<file path="src/rtl/ctmm_load_issue.sv">
// CLOOMC LOAD issue stage: request FIFO, engine handshake FSM, tagged completion.
// Optional watchdog on in-flight loads is built when CTMM_LOAD_WDOG_EN is defined.

package ctmm_load_pkg;

    typedef logic [3:0] fault_type_t;

endpackage

module ctmm_load_issue
    import ctmm_load_pkg::*;
#(
    parameter int FIFO_DEPTH  = 4,
    parameter int TAG_W       = 4,
    parameter int WDOG_CYCLES = 1024
) (
    input  logic             clk,
    input  logic             rst_n,

    input  logic             req_valid,
    output logic             req_ready,
    input  logic [3:0]       req_cr_src,
    input  logic [3:0]       req_cr_dst,
    input  logic [7:0]       req_index,
    input  logic [TAG_W-1:0] req_tag,

    output logic             load_start,
    output logic [3:0]       load_cr_src,
    output logic [3:0]       load_cr_dst,
    output logic [7:0]       load_index,
    input  logic             load_busy,
    input  logic             load_complete,
    input  logic             load_fault,
    input  fault_type_t      load_fault_type,

    output logic             rsp_valid,
    input  logic             rsp_ready,
    output logic [TAG_W-1:0] rsp_tag,
    output logic             rsp_fault,
    output fault_type_t      rsp_fault_type,
    output logic             rsp_illegal,
    output logic             rsp_timeout,

    output logic             issue_idle
);

    localparam int AW = (FIFO_DEPTH > 1) ? $clog2(FIFO_DEPTH) : 1;

    localparam logic [3:0] CR_NAMESPACE = 4'hF;

    typedef struct packed {
        logic [3:0]       src;
        logic [3:0]       dst;
        logic [7:0]       idx;
        logic [TAG_W-1:0] tag;
    } req_t;

    typedef enum logic [2:0] {
        S_IDLE,
        S_ISSUE,
        S_WAIT_ACK,
        S_WAIT_DONE,
        S_RESP,
        S_DRAIN
    } state_t;

    // ---------------------------------------------------------------
    // Request FIFO
    // ---------------------------------------------------------------
    req_t          r_mem [FIFO_DEPTH];
    logic [AW:0]   r_wr_ptr;
    logic [AW:0]   r_rd_ptr;

    logic          w_full;
    logic          w_empty;
    logic          w_push;
    logic          w_pop;
    req_t          w_head;
    req_t          w_in;

    state_t        r_state;

    assign w_empty = (r_wr_ptr == r_rd_ptr);
    assign w_full  = (r_wr_ptr[AW] != r_rd_ptr[AW]) &&
                     (r_wr_ptr[AW-1:0] == r_rd_ptr[AW-1:0]);

    assign req_ready = !w_full;

    assign w_push = req_valid && !w_full;
    assign w_pop  = (r_state == S_IDLE) && !w_empty;

    assign w_head = r_mem[r_rd_ptr[AW-1:0]];

    assign w_in.src = req_cr_src;
    assign w_in.dst = req_cr_dst;
    assign w_in.idx = req_index;
    assign w_in.tag = req_tag;

    // Pointer update; the extra MSB separates full from empty.
    always_ff @(posedge clk or negedge rst_n) begin
        if (!rst_n) begin
            r_wr_ptr <= '0;
            r_rd_ptr <= '0;
        end else begin
            if (w_push) begin
                r_wr_ptr <= r_wr_ptr + 1'b1;
            end
            if (w_pop) begin
                r_rd_ptr <= r_rd_ptr + 1'b1;
            end
        end
    end

    // Storage write on push.
    always_ff @(posedge clk or negedge rst_n) begin
        if (!rst_n) begin
            for (int i = 0; i < FIFO_DEPTH; i++) begin
                r_mem[i] <= '0;
            end
        end else if (w_push) begin
            r_mem[r_wr_ptr[AW-1:0]] <= w_in;
        end
    end

    // ---------------------------------------------------------------
    // Watchdog
    // ---------------------------------------------------------------
    logic w_wdog_exp;

`ifdef CTMM_LOAD_WDOG_EN
    localparam int CW = (WDOG_CYCLES > 1) ? $clog2(WDOG_CYCLES) : 1;

    logic [CW-1:0] r_wdog_cnt;

    assign w_wdog_exp = (r_wdog_cnt == CW'(WDOG_CYCLES - 1));

    // Cleared as the FSM enters WAIT_ACK, counts while a load is pending.
    always_ff @(posedge clk or negedge rst_n) begin
        if (!rst_n) begin
            r_wdog_cnt <= '0;
        end else if (r_state == S_ISSUE) begin
            r_wdog_cnt <= '0;
        end else if ((r_state == S_WAIT_ACK) ||
                     (r_state == S_WAIT_DONE)) begin
            r_wdog_cnt <= r_wdog_cnt + 1'b1;
        end
    end
`else
    logic w_unused_wdog;

    assign w_unused_wdog = ^WDOG_CYCLES;
    assign w_wdog_exp    = 1'b0;
`endif

    // ---------------------------------------------------------------
    // Issue FSM with registered outputs
    // ---------------------------------------------------------------
    logic             r_load_start;
    logic [3:0]       r_load_src;
    logic [3:0]       r_load_dst;
    logic [7:0]       r_load_idx;
    logic [TAG_W-1:0] r_hold_tag;
    logic             r_wdog_fired;

    logic             r_rsp_valid;
    logic [TAG_W-1:0] r_rsp_tag;
    logic             r_rsp_fault;
    fault_type_t      r_rsp_fault_type;
    logic             r_rsp_illegal;
    logic             r_rsp_timeout;

    // Sequences one request at a time through the engine handshake.
    always_ff @(posedge clk or negedge rst_n) begin
        if (!rst_n) begin
            r_state          <= S_IDLE;
            r_load_start     <= 1'b0;
            r_load_src       <= '0;
            r_load_dst       <= '0;
            r_load_idx       <= '0;
            r_hold_tag       <= '0;
            r_wdog_fired     <= 1'b0;
            r_rsp_valid      <= 1'b0;
            r_rsp_tag        <= '0;
            r_rsp_fault      <= 1'b0;
            r_rsp_fault_type <= '0;
            r_rsp_illegal    <= 1'b0;
            r_rsp_timeout    <= 1'b0;
        end else begin
            r_load_start <= 1'b0;
            unique case (r_state)
                S_IDLE: begin
                    if (!w_empty) begin
                        r_hold_tag   <= w_head.tag;
                        r_wdog_fired <= 1'b0;
                        if (w_head.dst == CR_NAMESPACE) begin
                            r_rsp_valid      <= 1'b1;
                            r_rsp_tag        <= w_head.tag;
                            r_rsp_fault      <= 1'b0;
                            r_rsp_fault_type <= '0;
                            r_rsp_illegal    <= 1'b1;
                            r_rsp_timeout    <= 1'b0;
                            r_state          <= S_RESP;
                        end else begin
                            r_load_src   <= w_head.src;
                            r_load_dst   <= w_head.dst;
                            r_load_idx   <= w_head.idx;
                            r_load_start <= 1'b1;
                            r_state      <= S_ISSUE;
                        end
                    end
                end
                S_ISSUE: begin
                    r_state <= S_WAIT_ACK;
                end
                S_WAIT_ACK: begin
                    if (w_wdog_exp) begin
                        r_rsp_valid      <= 1'b1;
                        r_rsp_tag        <= r_hold_tag;
                        r_rsp_fault      <= 1'b1;
                        r_rsp_fault_type <= '0;
                        r_rsp_illegal    <= 1'b0;
                        r_rsp_timeout    <= 1'b1;
                        r_wdog_fired     <= 1'b1;
                        r_state          <= S_RESP;
                    end else if (load_busy) begin
                        r_state <= S_WAIT_DONE;
                    end
                end
                S_WAIT_DONE: begin
                    if (load_fault) begin
                        r_rsp_valid      <= 1'b1;
                        r_rsp_tag        <= r_hold_tag;
                        r_rsp_fault      <= 1'b1;
                        r_rsp_fault_type <= load_fault_type;
                        r_rsp_illegal    <= 1'b0;
                        r_rsp_timeout    <= 1'b0;
                        r_state          <= S_RESP;
                    end else if (load_complete) begin
                        r_rsp_valid      <= 1'b1;
                        r_rsp_tag        <= r_hold_tag;
                        r_rsp_fault      <= 1'b0;
                        r_rsp_fault_type <= '0;
                        r_rsp_illegal    <= 1'b0;
                        r_rsp_timeout    <= 1'b0;
                        r_state          <= S_RESP;
                    end else if (w_wdog_exp) begin
                        r_rsp_valid      <= 1'b1;
                        r_rsp_tag        <= r_hold_tag;
                        r_rsp_fault      <= 1'b1;
                        r_rsp_fault_type <= '0;
                        r_rsp_illegal    <= 1'b0;
                        r_rsp_timeout    <= 1'b1;
                        r_wdog_fired     <= 1'b1;
                        r_state          <= S_RESP;
                    end
                end
                S_RESP: begin
                    if (rsp_ready) begin
                        r_rsp_valid <= 1'b0;
                        r_state     <= r_wdog_fired ? S_DRAIN : S_IDLE;
                    end
                end
                S_DRAIN: begin
                    if (!load_busy) begin
                        r_state <= S_IDLE;
                    end
                end
                default: begin
                    r_state <= S_IDLE;
                end
            endcase
        end
    end

    // Idle is reported from the first clock after reset so that every
    // output other than req_ready reads zero while reset is held.
    logic r_live;

    // Marks the block as out of reset.
    always_ff @(posedge clk or negedge rst_n) begin
        if (!rst_n) begin
            r_live <= 1'b0;
        end else begin
            r_live <= 1'b1;
        end
    end

    assign issue_idle = r_live && w_empty && (r_state == S_IDLE);

    assign load_start     = r_load_start;
    assign load_cr_src    = r_load_src;
    assign load_cr_dst    = r_load_dst;
    assign load_index     = r_load_idx;

    assign rsp_valid      = r_rsp_valid;
    assign rsp_tag        = r_rsp_tag;
    assign rsp_fault      = r_rsp_fault;
    assign rsp_fault_type = r_rsp_fault_type;
    assign rsp_illegal    = r_rsp_illegal;
    assign rsp_timeout    = r_rsp_timeout;

endmodule

</file>
<file path="config.mk">
export PLATFORM = sky130hd
export DESIGN_NAME = ctmm_load_issue
export DESIGN_NICKNAME = d
export VERILOG_FILES = /design/src/rtl/ctmm_load_issue.sv
export SDC_FILE = /design/constraint.sdc
export NUM_CORES = 1
export LEC_CHECK = 0
export BUFFER_PORTS_ARGS = -buffer_cell sky130_fd_sc_hd__buf_2
export CAP_MARGIN = 20
export CORE_ASPECT_RATIO = 2
export CORE_MARGIN = 5
export CORE_UTILIZATION = 40
export DETAILED_ROUTE_END_ITERATION = 7
export HOLD_SLACK_MARGIN = 0.1
export SETUP_SLACK_MARGIN = 0.15
export SKIP_LAST_GASP = 1
export SYNTH_ARGS = -nofsm -noshare
export SYNTH_HDL_FRONTEND = slang
export SYNTH_SLANG_ARGS = --single-unit
</file>
<file path="constraint.sdc">
create_clock -name clk -period 2.8 [get_ports clk]
set_input_delay 0.84 -clock clk [delete_from_list [all_inputs] [get_ports clk]]
set_output_delay 0.84 -clock clk [all_outputs]
set_load 0.02 [all_outputs]
</file>
==> flow_metrics.py <==
metrics = {
    "outcome": {
        "status": "finished clean",
    },
    "floorplanning": {
        "dieHeight_um": 175.4,
        "fp-row-count": 60,
        "core_um2": 13440,
        "die_w_um": 92.72,
        "initial_utilization_pct": 40.74,
        "dieArea_um2": 16270,
        "ios": 62,
    },
    "placed_design": {
        "placed_cell_area_um2": 5978,
        "dp_hpwl_mm": 7.879,
        "post-place-cells": 572,
        "io_buffers": 60,
        "place_congestion": 0.7673,
    },
    "power": {
        "seqPwrFrac_pct": 35.5,
        "p_sw_share_pct": 33.14,
        "intPower_mw": 6.105,
        "peakVddDrop_mv": 0.4386,
        "p_switching_mw": 3.026,
        "power_frac_clock_pct": 24.4,
        "p_per_area_nw_per_um2": 1384,
        "p_comb_share_pct": 40.0,
        "p_leak_nw": 2.916,
    },
    "drt": {
        "drc": 0,
        "vias_per_cell": 5.306,
        "wl_mm": 11.43,
        "drtIter0Drc": 96,
        "ant_nets": 0,
        "num_vias": 3205,
        "drt-pass1-iter-count": 4,
        "routedWlPerCell_um": 18.92,
    },
    "layout": {
        "finalNonFillerCells": 604,
        "multi_input_area_um2": 2276,
        "syn2layout_area_growth_pct": 20.55,
        "insertedDiodeCount": 0,
        "mostFrequentLayoutCell": "dfrtp_1",
        "drive_gt1_share_pct": 51.00,
        "final_cell_mix": "dfrtp_1 (121), mux2_2 (92), buf_2 (59)",
        "seq_area_um2": 3054,
        "n_fill_cell": 1170,
        "final_area_um2": 6599,
        "nets": 472,
    },
    "yosys": {
        "synth_cell_types": 44,
        "synthArstFlopShare_pct": 100.0,
        "ys_seq_elements": 122,
        "synth_nets": 399,
        "synth-seq-area-share_pct": 55.77,
        "netlist_instances": 363,
        "yosys_most_used_dff": "dfrtp_1",
        "netlist_area_um2": 5474,
        "synth_area_per_cell_um2": 15.08,
        "ys_warn_count": 0,
        "synth_edf_count": 0,
    },
    "clock_tree": {
        "clockBufferDepth": 2,
        "cts_hold_buf": 0,
        "clk_latency_ps": 410,
        "h-tree-depth": 4,
        "cts_tree": "built",
        "cts_buffers": 17,
        "clkTransAtPathRegs_ps": 60,
        "cts.sinks": 122,
        "clk_root_buffer_cell": "clkbuf_16",
        "cts_setup_buffers": 0,
    },
    "grt": {
        "grt_pass1_vias": 3582,
        "track_usage_pct": 15.32,
        "antenna_found_initial": 0,
        "grt_pass1_wl_mm": 18.89,
        "grt_max_degree": 46,
        "overflow": 0,
    },
    "sta": {
        "setup_tns_ps": 0,
        "hold_viol": 0,
        "rsz0062_at_grt": "no",
        "slew_violations": 0,
        "holdWs_ps": 397.1,
        "setup_viol": 0,
        "finalCritPeriodShare_pct": 91.60,
        "tightest_slew_ps": 618.7,
        "slew-limit-headroom_pct": 58.44,
        "min_period_ps": 2565,
        "clock_skew_ps": 6.617,
        "fmax_mhz": 389.9,
    },
    "critical_path": {
        "reg2reg_from": "r_rd_ptr[1]",
        "reg2reg_to": "load_index[6]",
        "critPathKind": "reg2out",
        "critPathRequiredTime_ps": 1960,
        "start_kind": "register",
        "r2r_slack_ps": 630,
        "ff2ff_path_depth": 6,
        "crit_arrival_ps": 1720,
        "end_kind": "primary output",
        "worst-path-max-fanout": 9,
    },
    "worst_hold_path": {
        "hold_path_class": "in2async",
    },
    "run": {
        "drv_cap": 0,
    },
}
metal layers:
layer | track usage [%] | share of wire (%)
met1 | 15.82 | 37
met3 | 3.686 | 3.5
met2 | 28.61 | 57
met4 | 6.911 | 2.0
met5 | 0 | 0
per-stage QoR:
step / worst slack [ps] / utilization, % / total power [mW]
after floorplan: 364.6 / - / 6.026
after global placement: 577.4 / 44.49 / 6.833
after detailed placement: 532.8 / 44.49 / 6.985
after CTS: 173.9 / 49.09 / 9.259
after global routing: 158.2 / 49.11 / 9.693
final: 235.2 / 49.11 / 9.131
synth_stat cells, drive strengths merged, types with 2 or more instances:
library cell,instances,area (um2)
ha,5,62.56
mux2,101,1171
nor4,6,37.54
mux4,20,473.0
nor3,3,15.01
nand3,7,47.55
or3,4,35.03
xor2,3,26.28
buf,16,116.4
inv,6,25.03
nor2,13,51.30
o211ai,5,37.54
clkbuf,3,11.26
nand2,14,52.55
o21ai,8,40.04
dfrtp,122,3053
conb,2,7.510
a31oi,2,27.53
a211oi,4,30.03
xnor2,6,52.55
nand4,2,18.77
final cells by class:
cell class	count	area share, %
Clock buffer	19	6.712
Clock inverter	13	2.560
Inverter	6	0.3792
Multi-Input combinational cell	216	34.49
Sequential cell	122	46.28
Tap cell	155	2.939
Timing Repair Buffer	73	6.636
what timing repair did:
item / 4_1_cts / 5_1_grt
setup endpoints to repair: 1 / 1
resized for setup: 2 / 1
gates cloned: 0 / 0
power groups by stage:
stage	sequential, mW	combinational, mW	clock, mW
6_report	3.24	3.66	2.23
5_1_grt	3.37	3.97	2.36
4_1_cts	3.26	3.72	2.28
3_5_place_dp	3.27	3.71	0
3_3_place_gp	3.23	3.60	0
2_1_floorplan	3.30	2.73	0
cell families (layout without fill, tap and decap cells):
logic type	count (synthesis)	count (layout)	synth area share, %
muxes	122	122	30.22
and+or+nand+nor	54	54	5.349
buffers and inverters	25	111	2.788
other	2	2	0.1372
adders and majority gates	5	5	1.143
xor gates and xnor gates	9	9	1.440
AOI/OAI and AO/OA	24	24	3.155
DFF	122	122	55.77
worst max-delay path, stage by stage (launching register included):
cell and delay, ps:
dfrtp_2 490, xor2_1 210, nor3_1 250, and3_1 200, buf_2 160
registers in the layout, indices dropped and copies added, names as in the netlist:
signal	flops
rsp_fault_type	4
load_cr_src	4
r_rd_ptr	3
r_wr_ptr	3
load_cr_dst	4
rsp_tag	4
rsp_illegal	1
r_hold_tag	4
r_mem	80
r_state	3
r_live	1
rsp_fault	1
rsp_valid	1
load_index	8
load_start	1
worst max path at each step:
stage | start | cells after the start | slack, ps | to
after global routing | r_rd_ptr[0] | 4 | 160 | issue_idle
after CTS | r_state[0] | 4 | 170 | issue_idle
after floorplan | r_rd_ptr[0] | 5 | 360 | issue_idle
after detailed placement | r_rd_ptr[0] | 5 | 530 | load_index[6]
final | r_rd_ptr[0] | 4 | 240 | issue_idle
after global placement | r_rd_ptr[0] | 4 | 580 | issue_idle
Power figures use the tool's default switching activity.
